==> src/rtl/pixel_distributor.sv <==
`default_nettype none
// ============================================================================
// Module   : pixel_distributor
// Function : Raster-order pixel dispatcher with round-robin engine selection.
//            Optional macro PIXEL_DISTRIBUTOR_STALL_CNT_EN adds stall_cnt.
// Revision : 1.0 - initial release
// ============================================================================
module pixel_distributor #(
    parameter int DATA_WIDTH  = 32,
    parameter int NUM_ENGINES = 4,
    parameter int IMG_WIDTH   = 640,
    parameter int IMG_HEIGHT  = 480
) (
    input  logic                   clk,
    input  logic                   reset,
    input  logic                   start,
    input  logic                   hold,
    input  logic [NUM_ENGINES-1:0] full_queue,
    output logic [NUM_ENGINES-1:0] dispatch,
    output logic [DATA_WIDTH-1:0]  xpixel_o,
    output logic [DATA_WIDTH-1:0]  ypixel_o,
    output logic                   busy,
    output logic                   done
`ifdef PIXEL_DISTRIBUTOR_STALL_CNT_EN
    ,
    output logic [31:0]            stall_cnt
`endif
);

    localparam int PTR_W = (NUM_ENGINES > 1) ? $clog2(NUM_ENGINES) : 1;
    localparam int X_W   = (IMG_WIDTH   > 1) ? $clog2(IMG_WIDTH)   : 1;
    localparam int Y_W   = (IMG_HEIGHT  > 1) ? $clog2(IMG_HEIGHT)  : 1;

    localparam logic [X_W-1:0] c_X_LAST = X_W'(IMG_WIDTH - 1);
    localparam logic [Y_W-1:0] c_Y_LAST = Y_W'(IMG_HEIGHT - 1);

    localparam logic [1:0] c_IDLE = 2'd0;
    localparam logic [1:0] c_RUN  = 2'd1;
    localparam logic [1:0] c_DONE = 2'd2;

    logic [1:0]             r_state;
    logic [1:0]             w_state_nxt;
    logic [X_W-1:0]         r_x;
    logic [Y_W-1:0]         r_y;
    logic [PTR_W-1:0]       r_ptr;
    logic [NUM_ENGINES-1:0] r_dispatch;
    logic [DATA_WIDTH-1:0]  r_xpix;
    logic [DATA_WIDTH-1:0]  r_ypix;
    logic                   w_grant;
    logic [PTR_W-1:0]       w_grant_idx;
    logic [NUM_ENGINES-1:0] w_onehot;
    logic                   w_last;
    logic                   w_load;

    // Engine index arithmetic modulo NUM_ENGINES (need not be a power of two).
    function automatic logic [PTR_W-1:0] wrap_add(input logic [PTR_W-1:0] base,
                                                   input int off);
        int s;
        s = int'(base) + off;
        if (s >= NUM_ENGINES) begin
            s = s - NUM_ENGINES;
        end
        return PTR_W'(s);
    endfunction

    assign w_last = (r_x == c_X_LAST) && (r_y == c_Y_LAST);
    assign w_load = (r_state == c_IDLE) && start;

    // ------------------------------------------------------------------ FSM
    always_ff @(posedge clk or negedge reset) begin
        if (!reset) begin
            r_state <= c_IDLE;
        end else begin
            r_state <= w_state_nxt;
        end
    end

    always_comb begin
        w_state_nxt = r_state;
        case (r_state)
            c_IDLE:  if (start) w_state_nxt = c_RUN;
            c_RUN:   if (w_grant && w_last) w_state_nxt = c_DONE;
            c_DONE:  w_state_nxt = c_IDLE;
            default: w_state_nxt = c_IDLE;
        endcase
    end

    // DONE lasts exactly one cycle, the same cycle the final strobe is visible.
    always_comb begin
        busy = (r_state == c_RUN);
        done = (r_state == c_DONE);
    end

    // ------------------------------------------------------------- arbiter
    always_comb begin
        w_grant     = 1'b0;
        w_grant_idx = '0;
        if ((r_state == c_RUN) && !hold) begin
            for (int k = 0; k < NUM_ENGINES; k++) begin
                if (!w_grant && !full_queue[wrap_add(r_ptr, k)]) begin
                    w_grant     = 1'b1;
                    w_grant_idx = wrap_add(r_ptr, k);
                end
            end
        end
    end

    always_comb begin
        w_onehot              = '0;
        w_onehot[w_grant_idx] = 1'b1;
    end

    // ------------------------------------------------------------ datapath
    always_ff @(posedge clk or negedge reset) begin
        if (!reset) begin
            r_x        <= '0;
            r_y        <= '0;
            r_ptr      <= '0;
            r_dispatch <= '0;
            r_xpix     <= '0;
            r_ypix     <= '0;
        end else begin
            r_dispatch <= '0;
            if (w_load) begin
                r_x   <= '0;
                r_y   <= '0;
                r_ptr <= '0;
            end else if (w_grant) begin
                r_dispatch <= w_onehot;
                r_xpix     <= DATA_WIDTH'(r_x);
                r_ypix     <= DATA_WIDTH'(r_y);
                r_ptr      <= wrap_add(w_grant_idx, 1);
                // Counters park on the last pixel; the next start reloads them.
                if (!w_last) begin
                    if (r_x == c_X_LAST) begin
                        r_x <= '0;
                        r_y <= r_y + Y_W'(1);
                    end else begin
                        r_x <= r_x + X_W'(1);
                    end
                end
            end
        end
    end

    assign dispatch = r_dispatch;
    assign xpixel_o = r_xpix;
    assign ypixel_o = r_ypix;

`ifdef PIXEL_DISTRIBUTOR_STALL_CNT_EN
    logic [31:0] r_stall_cnt;

    always_ff @(posedge clk or negedge reset) begin
        if (!reset) begin
            r_stall_cnt <= '0;
        end else if (w_load) begin
            r_stall_cnt <= '0;
        end else if ((r_state == c_RUN) && !hold && (&full_queue) &&
                     (r_stall_cnt != 32'hFFFF_FFFF)) begin
            r_stall_cnt <= r_stall_cnt + 32'd1;
        end
    end

    assign stall_cnt = r_stall_cnt;
`else
    // Stall counter not present in this build.
`endif

endmodule
`default_nettype wire

==> config.mk <==
export PLATFORM = sky130hd
export DESIGN_NAME = pixel_distributor
export DESIGN_NICKNAME = d
export VERILOG_FILES = /design/src/rtl/pixel_distributor.sv
export SDC_FILE = /design/constraint.sdc
export NUM_CORES = 1
export LEC_CHECK = 0
export BUFFER_PORTS_ARGS = -buffer_cell sky130_fd_sc_hd__buf_2
export CORE_ASPECT_RATIO = 1.75
export CORE_MARGIN = 2
export CORE_UTILIZATION = 56
export DETAILED_ROUTE_END_ITERATION = 7
export PLACE_DENSITY = 0.86
export SLEW_MARGIN = 20
export SYNTH_ARGS = -nofsm -noshare
export SYNTH_HDL_FRONTEND = slang
export SYNTH_SLANG_ARGS = --single-unit
==> constraint.sdc <==
create_clock -name clk -period 3.2 [get_ports clk]
set_input_delay 0 -clock clk [delete_from_list [all_inputs] [get_ports clk]]
set_output_delay 0 -clock clk [all_outputs]
set_load 0.02 [all_outputs]
== Word-level counts from Yosys, hierarchy flattened ==
Cells that the tools add are included.

* Memory bits (writable): 0
* Bits in latches: 0
* Memories: 0
* Bits in read-only memories: 0
* Register bits: 46
* Input bits: 8
* Output and inout port bits: 70

* Bitwise gates (word level): 1
* Shift operators: 0
* Divide/modulo/power cells: 0
* $lt $le $gt $ge: 11
* $mul: 0
* Reductions and logical operators: 22
* Muxes and demuxes: 47
* Add/subtract/negate cells: 11
* Eq/ne operators: 7

{| class="wikitable"
|+ Operator list
! operator !! count
|-
| 10-bit two-way mux || 4
|-
| 2-bit two-way mux || 18
|-
| 9-bit two-way mux || 4
|-
| 2-bit by 3-bit < comparator with 1-bit output, second input constant || 5
|-
| 1-bit two-way mux || 13
|-
| 3-bit greater-or-equal comparator, second input constant || 4
|-
| 10-bit by 1-bit adder with 10-bit output, second input constant || 1
|-
| 10-bit == test, second input constant || 1
|-
| 2-bit by 1-bit subtractor with 2-bit output, second input constant || 5
|-
| 9-bit by 1-bit adder with 9-bit output, second input constant || 1
|-
| 9-bit == test, second input constant || 1
|-
| 1-bit binary-select mux with 2-bit select || 4
|-
| 1-bit logical AND || 8
|-
| 4-bit two-way mux || 2
|-
| 1-bit logical NOT || 7
|-
| 2-bit by 1-bit adder with 3-bit output, second input constant || 2
|-
| 2-bit by 2-bit adder with 3-bit output, second input constant || 2
|-
| 2-bit AND reduction || 3
|-
| 2-bit by 1-bit != test with 1-bit output, second input constant || 2
|-
| 2-bit case mux with 2 select lines || 1
|-
| 2-bit nonzero test || 2
|-
| 2-bit by 3-bit greater-or-equal comparator with 1-bit output, second input constant || 1
|-
| 3-bit AND reduction || 1
|-
| 1-bit demux with 2-bit select || 1
|-
| other kinds (6) || 6
|}

== Depth between registers and ports, before layout ==
Gate-level depths: netlist of the first run.

* Depth in word-level cells: 25
* Gate-level depth with buffers: 8
* Mapped depth without buffers: 7

== Worst setup path after synthesis of the first run ==
OpenSTA, ideal clock, no wires.

* Kind: register -> register
* Start point: reg r_x[0]
* End point: reg r_x[6]
* Arrival time: 1.636 ns
* Cell stages (with the launch flop): 9
* Library setup time: 0.086 ns
* Data required time: 3.114 ns
* Path buffers: 2
* Slack: 1.478 ns
* Cells stage by stage: dfrtp_1 ha_1 and3_1 buf_4 and3_1 buf_6 a21oi_2 a41oi_1 nor3_1

* Cells in the longest elaborated chain, start to end: 5
* Elaborated cells on any way between the ends: 9
* Those cells by class: add/sub: 1; eq/ne: 2; mux: 4; reduce/logical: 2

{| class="wikitable"
|+ Ends and longest elaborated chain
! element !! RTL line !! RTL
|-
| start: declaration || 43 || <nowiki>logic [X_W-1:0] r_x;</nowiki>
|-
| start signal: assignment || 139 || <nowiki>r_x <= r_x + X_W'(1);</nowiki>
|-
| 10-bit by 1-bit adder with 10-bit output or 10-bit == test (tied branches) || 139, 66, 135 ||
|-
| 10-bit two-way mux || 135 || <nowiki>if (r_x == c_X_LAST) begin</nowiki>
|-
| 10-bit two-way mux || 134 || <nowiki>if (!w_last) begin</nowiki>
|-
| 10-bit two-way mux || 128 || <nowiki>end else if (w_grant) begin</nowiki>
|-
| 10-bit two-way mux || 124 || <nowiki>if (w_load) begin</nowiki>
|}

Parallel ways exist; a longest one is shown, timed or not. The select of a mux whose other input is x is not followed.
A chain may end at the register's enable or synchronous reset.

== Final worst setup path of the first run ==
* Start point: reg r_state[1]
* End point: reg r_y[8]

* Cells in the longest elaborated chain, start to end: 5
* Elaborated cells on any way between the ends: 10
* Those cells by class: eq/ne: 2; mux: 2; reduce/logical: 6

{| class="wikitable"
|+ Ends and longest elaborated chain
! element !! RTL line !! RTL
|-
| start: declaration || 41 || <nowiki>logic [1:0] r_state;</nowiki>
|-
| start signal: assignment || 72 || <nowiki>r_state <= c_IDLE;</nowiki>
|-
| start signal: assignment || 74 || <nowiki>r_state <= w_state_nxt;</nowiki>
|-
| 2-bit by 1-bit == test with 1-bit output || 98 || <nowiki>if ((r_state == c_RUN) && !hold) begin</nowiki>
|-
| 1-bit logical AND || 98 ||
|-
| 1-bit two-way mux || 98 ||
|-
| 2-bit nonzero test (no line) || -- ||
|-
| 3-bit AND reduction (no line) || -- ||
|-
| end signal: assignment || 137 || <nowiki>r_y <= r_y + Y_W'(1);</nowiki>
|-
| end: declaration || 44 || <nowiki>logic [Y_W-1:0] r_y;</nowiki>
|}

Parallel ways exist; a longest one is shown, timed or not.

==> results.py, run 1 <==
metrics = {
    "run_status": {
        "status": "finished clean",
    },
    "worst_setup_path": {
        "r2r_end": "r_y[8]$_DFFE_PN0P_",
        "cp.arrival_ns": 2.23,
        "rr_worst_depth": 5,
        "crit_type": "register to register",
        "rrSetupSlack_ns": 1.16,
        "startpoint": "r_state[1]$_DFFE_PN0P_",
        "r2r_start": "r_state[1]$_DFFE_PN0P_",
        "cp_data_required_time_ns": 3.39,
        "critPathLaunchType": "register",
        "cp_max_fo": 30,
        "critical_path.endpoint_type": "register",
    },
    "power_and_ir_drop": {
        "seqPwrFrac": 0.499,
        "pwr-share-comb": 0.189,
        "switching_share": 0.3234,
        "clockPowerShare": 0.311,
        "p_leak_nw": 1.501,
        "pwr_density_cell_nw_per_um2": 523.5,
        "peakVddDrop_mv": 0.3732,
        "p_sw_mw": 0.4609,
        "internal-power_mw": 0.9644,
    },
    "cells_and_area": {
        "final_cell_mix": "nand2_1 (75), dfrtp_1 (46), conb_1 (45)",
        "layout.nets": 329,
        "antenna_cells": 0,
        "syn2layout_area_growth_pct": 4.666,
        "drive_gt1_frac": 0.1792,
        "final_util": 0.6126,
        "final_common_cell": "nand2_1",
    },
    "routing": {
        "routed_via_density": 5.130,
        "num_vias": 1893,
        "drcViolationCount": 0,
        "wirelength_um": 4680,
        "dr.first_iter.drc_count": 55,
        "post_drt_wl_per_cell_um": 12.68,
        "antenna_left": 0,
        "first_pass_iters": 4,
    },
    "placement": {
        "pre_cts_ws_ns": 1.168,
        "dp_hpwl_um": 3440,
        "io_buffer_count": 32,
        "gp_congestion": 0.8230,
    },
    "floorplan": {
        "rows": 32,
        "die_y_um": 94.16,
        "die-area_um2": 5228,
        "io_pins": 78,
        "coreArea_um2": 4444,
        "start_util": 0.5853,
        "die_w_um": 55.52,
    },
    "hold_path": {
        "hold_path_depth": 3,
        "hold_start": "hold",
        "worstHoldEndpoint": "dispatch[2]$_DFF_PN0_",
        "hold_path_class": "primary input to register",
    },
    "clock_tree": {
        "cts.reportedPaths.clkPinSlew_ns": 0.09,
        "cts_buffer_depth": 2,
        "clk_latency_ns": 0.32,
        "cts_buffers": 5,
        "h-tree-depth": 2,
        "root_buffer": "clkbuf_8",
        "cts.sinks": 46,
        "cts_tree": "built",
    },
    "yosys": {
        "synth_edf_count": 0,
        "async_flop_share": 1.000,
        "ys_ff_latch": 46,
        "ys.flop_type": "dfrtp_1",
        "synth_area_per_cell_um2": 9.095,
        "yosys_warnings": 0,
        "yosysSeqAreaShare": 0.4425,
        "synth_cell_types": 49,
        "synthCells": 286,
        "syn_area_um2": 2601,
    },
    "global_routing": {
        "antenna_found_initial": 0,
        "grt_first_pass_wirelength_um": 7776,
        "grt-ovfl-total": 0,
        "grt_usage": 0.1892,
        "grt_max_degree": 47,
        "grt_pass1_vias": 1780,
    },
    "sta": {
        "timing.final.ws_setup_ns": 1.159,
        "max_freq_ghz": 0.4898,
        "slew_violations": 0,
        "rsz0062_at_grt": "false",
        "tns_ns": 0,
        "slew_headroom": 0.5544,
        "finalClockSkew_ns": 0.009495,
        "finalSetupViolations": 0,
        "period_share": 0.6380,
        "fin_crit_ns": 2.041,
        "tightest_slew_ns": 0.6680,
        "whs_ns": 0.04388,
        "timing_hold_violations_final": 0,
    },
    "job": {
        "maxCapViolCount": 0,
    },
}
-- power by group through the flow --
stage | Combinational [mW] | Sequential [mW] | Clock, mW
3_5_place_dp | 0.270 | 0.723 | 0
4_1_cts | 0.271 | 0.710 | 0.448
3_3_place_gp | 0.260 | 0.720 | 0
5_1_grt | 0.299 | 0.721 | 0.468
6_report | 0.270 | 0.712 | 0.443
2_1_floorplan | 0.205 | 0.747 | 0
-- critical path, cell delays in order, from the launching register on --
cell	delay, ns
dfrtp_1	0.43
nor3b_4	0.34
nand2_2	0.45
nor4_1	0.48
xnor2_1	0.16
nor2_1	0.05
-- timing repair --
item | in CTS | in global routing
hold buffers | 1 | 0
setup buffers | 0 | 0
setup endpoints to repair | 0 | 0
resized for setup | 0 | 0
hold endpoints to repair | 46 | 0
-- state kept, by name, indices dropped and copies added (netlist names) --
name / cells
r_x: 10
xpixel_o: 10
r_y: 9
ypixel_o: 9
dispatch: 4
r_ptr: 2
r_state: 2
-- final cells by class --
| type | instances | area, um^2 |
|---|---|---|
| clock inverters | 3 | 43.79 |
| multi-input cells | 224 | 1192 |
| inverters | 6 | 22.52 |
| flip-flops and latches | 46 | 1151 |
| well taps | 51 | 63.81 |
| repair buffers | 34 | 180.2 |
| fillers | 400 | 1722 |
| clock buffers | 5 | 68.82 |
-- synthesized netlist by cell type, drive strengths merged, types with 2 or more instances --
cell type,instances,area [um^2]
o21ai,6,33.78
nand2,76,287.8
inv,6,22.52
nor4,4,61.31
buf,49,372.8
nand4,4,31.28
nor3,5,30.03
nor3b,2,31.28
nor2,20,75.07
and3,7,46.29
and2,4,26.28
mux2i,3,30.03
nand3,10,50.05
a21oi,7,38.79
dfrtp,46,1151
ha,4,50.05
clkbuf,4,15.01
a211oi,2,25.02
xnor2,10,87.58
-- worst max path at each step --
| stage | end | depth (start not counted) |
|---|---|---|
| 2_1_floorplan | r_x[6]$_DFFE_PN0P_ | 8 |
| 3_3_place_gp | r_y[8]$_DFFE_PN0P_ | 5 |
| 3_5_place_dp | r_y[8]$_DFFE_PN0P_ | 5 |
| 4_1_cts | r_y[8]$_DFFE_PN0P_ | 5 |
| 5_1_grt | r_y[8]$_DFFE_PN0P_ | 5 |
| 6_report | r_y[8]$_DFFE_PN0P_ | 5 |
-- metrics by stage --
| stage | instances | power (mW) | cell area [um^2] |
|---|---|---|---|
| after floorplan | 330 | 0.9512 | 2766 |
| after global routing | 369 | 1.488 | 2723 |
| after CTS | 369 | 1.429 | 2720 |
| after global placement | 360 | 0.9792 | 2597 |
| after detailed placement | 360 | 0.9928 | 2597 |
| final | 369 | 1.425 | 2723 |
-- kinds of logic after synthesis --
group | after synthesis | synth area share
mux | 3 | 0.01154
xor+xnor | 11 | 0.03704
other cells | 1 | 0.001442
compound gates | 22 | 0.05917
buf+inv | 60 | 0.1626
simple gates | 139 | 0.2665
flops | 46 | 0.4425
fa+ha+maj | 4 | 0.01924
-- metal layers --
metal / global-route usage / share of wire / routed length, um
met2: 0.3562 / 0.55 / 2555
met4: 0.09146 / 0.017 / 80
met3: 0.03857 / 0.050 / 235
met5: 0 / 0 / 0
met1: 0.1949 / 0.39 / 1808
Note: power is estimated with default switching activity, not from simulation.
==> run 2, diff against run 1 <==
Settings changed: CORE_UTILIZATION 56 to 52, PLACE_DENSITY 0.86 to 0.8.
Clock period 3.2 ns to 2 ns, I/O delays scaled along.
==> run 2 against run 1 <==
Compared with the run above: register-to-register slack worse by 1.0 ns; critical path depth grew 1; utilization shrank 4.3 points; sequential cell count unchanged; design area rose by 2.3%; maximum frequency rose by 11%; total power grew 59%; global-route usage grew 0.58 points; clock skew fell by 0.0012 ns; worst setup slack worse by 1.0 ns; sequential power is 60% higher; critical path type unchanged.
==> results.py, run 2 (synthesis results as in run 1) <==
metrics = {
    "sta": {
        "tns_ns": 0,
        "timing_hold_violations_final": 0,
        "fin_crit_ns": 1.837,
        "slew_violations": 0,
        "finalSetupViolations": 0,
        "whs_ns": 0.06653,
        "period_share": 0.9185,
        "max_freq_ghz": 0.5443,
        "timing.final.ws_setup_ns": 0.1629,
        "finalClockSkew_ns": 0.008320,
        "rsz0062_at_grt": "false",
    },
    "routing": {
        "routed_via_density": 5.034,
        "dr.first_iter.drc_count": 89,
        "drcViolationCount": 0,
        "post_drt_wl_per_cell_um": 12.75,
        "antenna_left": 0,
        "first_pass_iters": 4,
        "wirelength_um": 4845,
        "num_vias": 1913,
    },
    "global_routing": {
        "grt_max_degree": 21,
        "grt_first_pass_wirelength_um": 8562,
        "grt_pass1_vias": 1878,
        "grt_usage": 0.1950,
        "antenna_found_initial": 0,
        "grt-ovfl-total": 0,
    },
    "power_and_ir_drop": {
        "peakVddDrop_mv": 0.5777,
        "pwr_density_cell_nw_per_um2": 812.1,
        "p_leak_nw": 1.531,
    },
    "worst_setup_path": {
        "critical_path.endpoint_type": "register",
        "cp_top_family": "simple AND/OR/NAND/NOR gates",
        "cp.arrival_ns": 2.03,
        "cp_cell_sequence": "ha_1 -> and3_2 -> nand4_2 -> or2_2 -> nand2_1 -> nor2_1",
        "critPathLaunchType": "register",
        "cp_max_fo": 7,
        "cp_slowest_cell": "dfrtp_1",
        "cp_data_required_time_ns": 2.19,
        "crit_type": "register to register",
        "max_stage_delay_ns": 0.43,
        "critPathBufInv": 0,
    },
    "floorplan": {
        "start_util": 0.5317,
        "die-area_um2": 5607,
        "rows": 34,
        "die_y_um": 97.57,
        "die_w_um": 57.47,
        "io_pins": 78,
        "coreArea_um2": 4892,
    },
    "run_status": {
        "status": "finished clean",
    },
    "clock_tree": {
        "root_buffer": "clkbuf_8",
        "cts_buffer_depth": 2,
        "cts_tree": "built",
        "h-tree-depth": 2,
        "clk_latency_ns": 0.30,
        "cts_buffers": 5,
        "cts.sinks": 46,
        "cts.reportedPaths.clkPinSlew_ns": 0.08,
    },
    "cells_and_area": {
        "stdcell_area_um2": 2786,
        "layout.nets": 337,
        "final_common_cell": "nand2_1",
        "fillers": 432,
        "syn2layout_area_growth_pct": 7.119,
        "drive_gt1_frac": 0.2055,
        "antenna_cells": 0,
        "final_cell_mix": "nand2_1 (75), dfrtp_1 (46), conb_1 (45)",
        "final_util": 0.5696,
    },
    "placement": {
        "dpl_cell_area_um2": 2661,
        "gp_congestion": 0.9555,
        "io_buffer_count": 32,
        "dp_hpwl_um": 3700,
        "pre_cts_ws_ns": 0.1373,
    },
    "job": {
        "maxCapViolCount": 0,
    },
    "hold_path": {
        "hold_path_class": "primary input to register",
    },
}
[run 2: where the power goes]
part	switching, mW	total, mW	internal, mW
clock	0.301	0.674	0.373
sequential	0.101	1.14	1.03
combinational	0.304	0.453	0.150
total	0.706	2.26	1.56
[run 2: path summary, 6_finish.rpt]
| path | start | end | slack, ns | cells past startpoint |
|---|---|---|---|---|
| setup / recovery | r_x[1]$_DFFE_PN0P_ | r_x[8]$_DFFE_PN0P_ | 0.16 | 6 |
| hold / removal | hold | dispatch[1]$_DFF_PN0_ | 0.07 | 3 |
| setup reg to reg | r_x[1]$_DFFE_PN0P_ | r_x[8]$_DFFE_PN0P_ | 0.16 | 6 |
| hold reg to reg | xpixel_o[9]$_DFFE_PN0P_ | xpixel_o[9]$_DFFE_PN0P_ | 0.47 | 2 |
| max in group asynchronous | reset | r_ptr[0]$_DFFE_PN0P_ | 1.25 | 3 |
| min in group asynchronous | reset | xpixel_o[8]$_DFFE_PN0P_ | 0.16 | 2 |
[run 2: repair_timing]
| item | CTS | global route |
|---|---|---|
| buffers inserted | 0 | 0 |
| hold endpoints to repair | 18 | 0 |
| gates resized for setup | 0 | 3 |
| endpoints found under the setup margin | 0 | 9 |
| hold buffers | 1 | 0 |
[run 2: cell type report]
type,instances,area [um^2],share of cell area
Multi-Input combinational cell,224,1197,0.4297
Sequential cell,46,1151,0.4131
Timing Repair Buffer,42,237.7,0.08532
Clock buffer,6,72.57,0.02604
Tap cell,54,67.56,0.02425
Clock inverter,2,37.54,0.01347
Inverter,6,22.52,0.008083
[run 2: metal layers]
layer	track usage	wire, um
met3	0.03862	265
met2	0.3365	2709
met1	0.2279	1759
met4	0.08229	110
met5	0	0
[run 2: per-stage QoR]
step | std cells | total power, mW
after global placement | 371 | 1.596
after detailed placement | 371 | 1.606
final | 380 | 2.263
after CTS | 380 | 2.285
after global routing | 380 | 2.401
after floorplan | 330 | 1.522
[run 2: worst register-to-register path: cells and delay by family, from the launching register on]
kind	cells	cell delay [ns]
fa+ha+maj	1	0.19
flops	1	0.43
simple gates	5	1.11
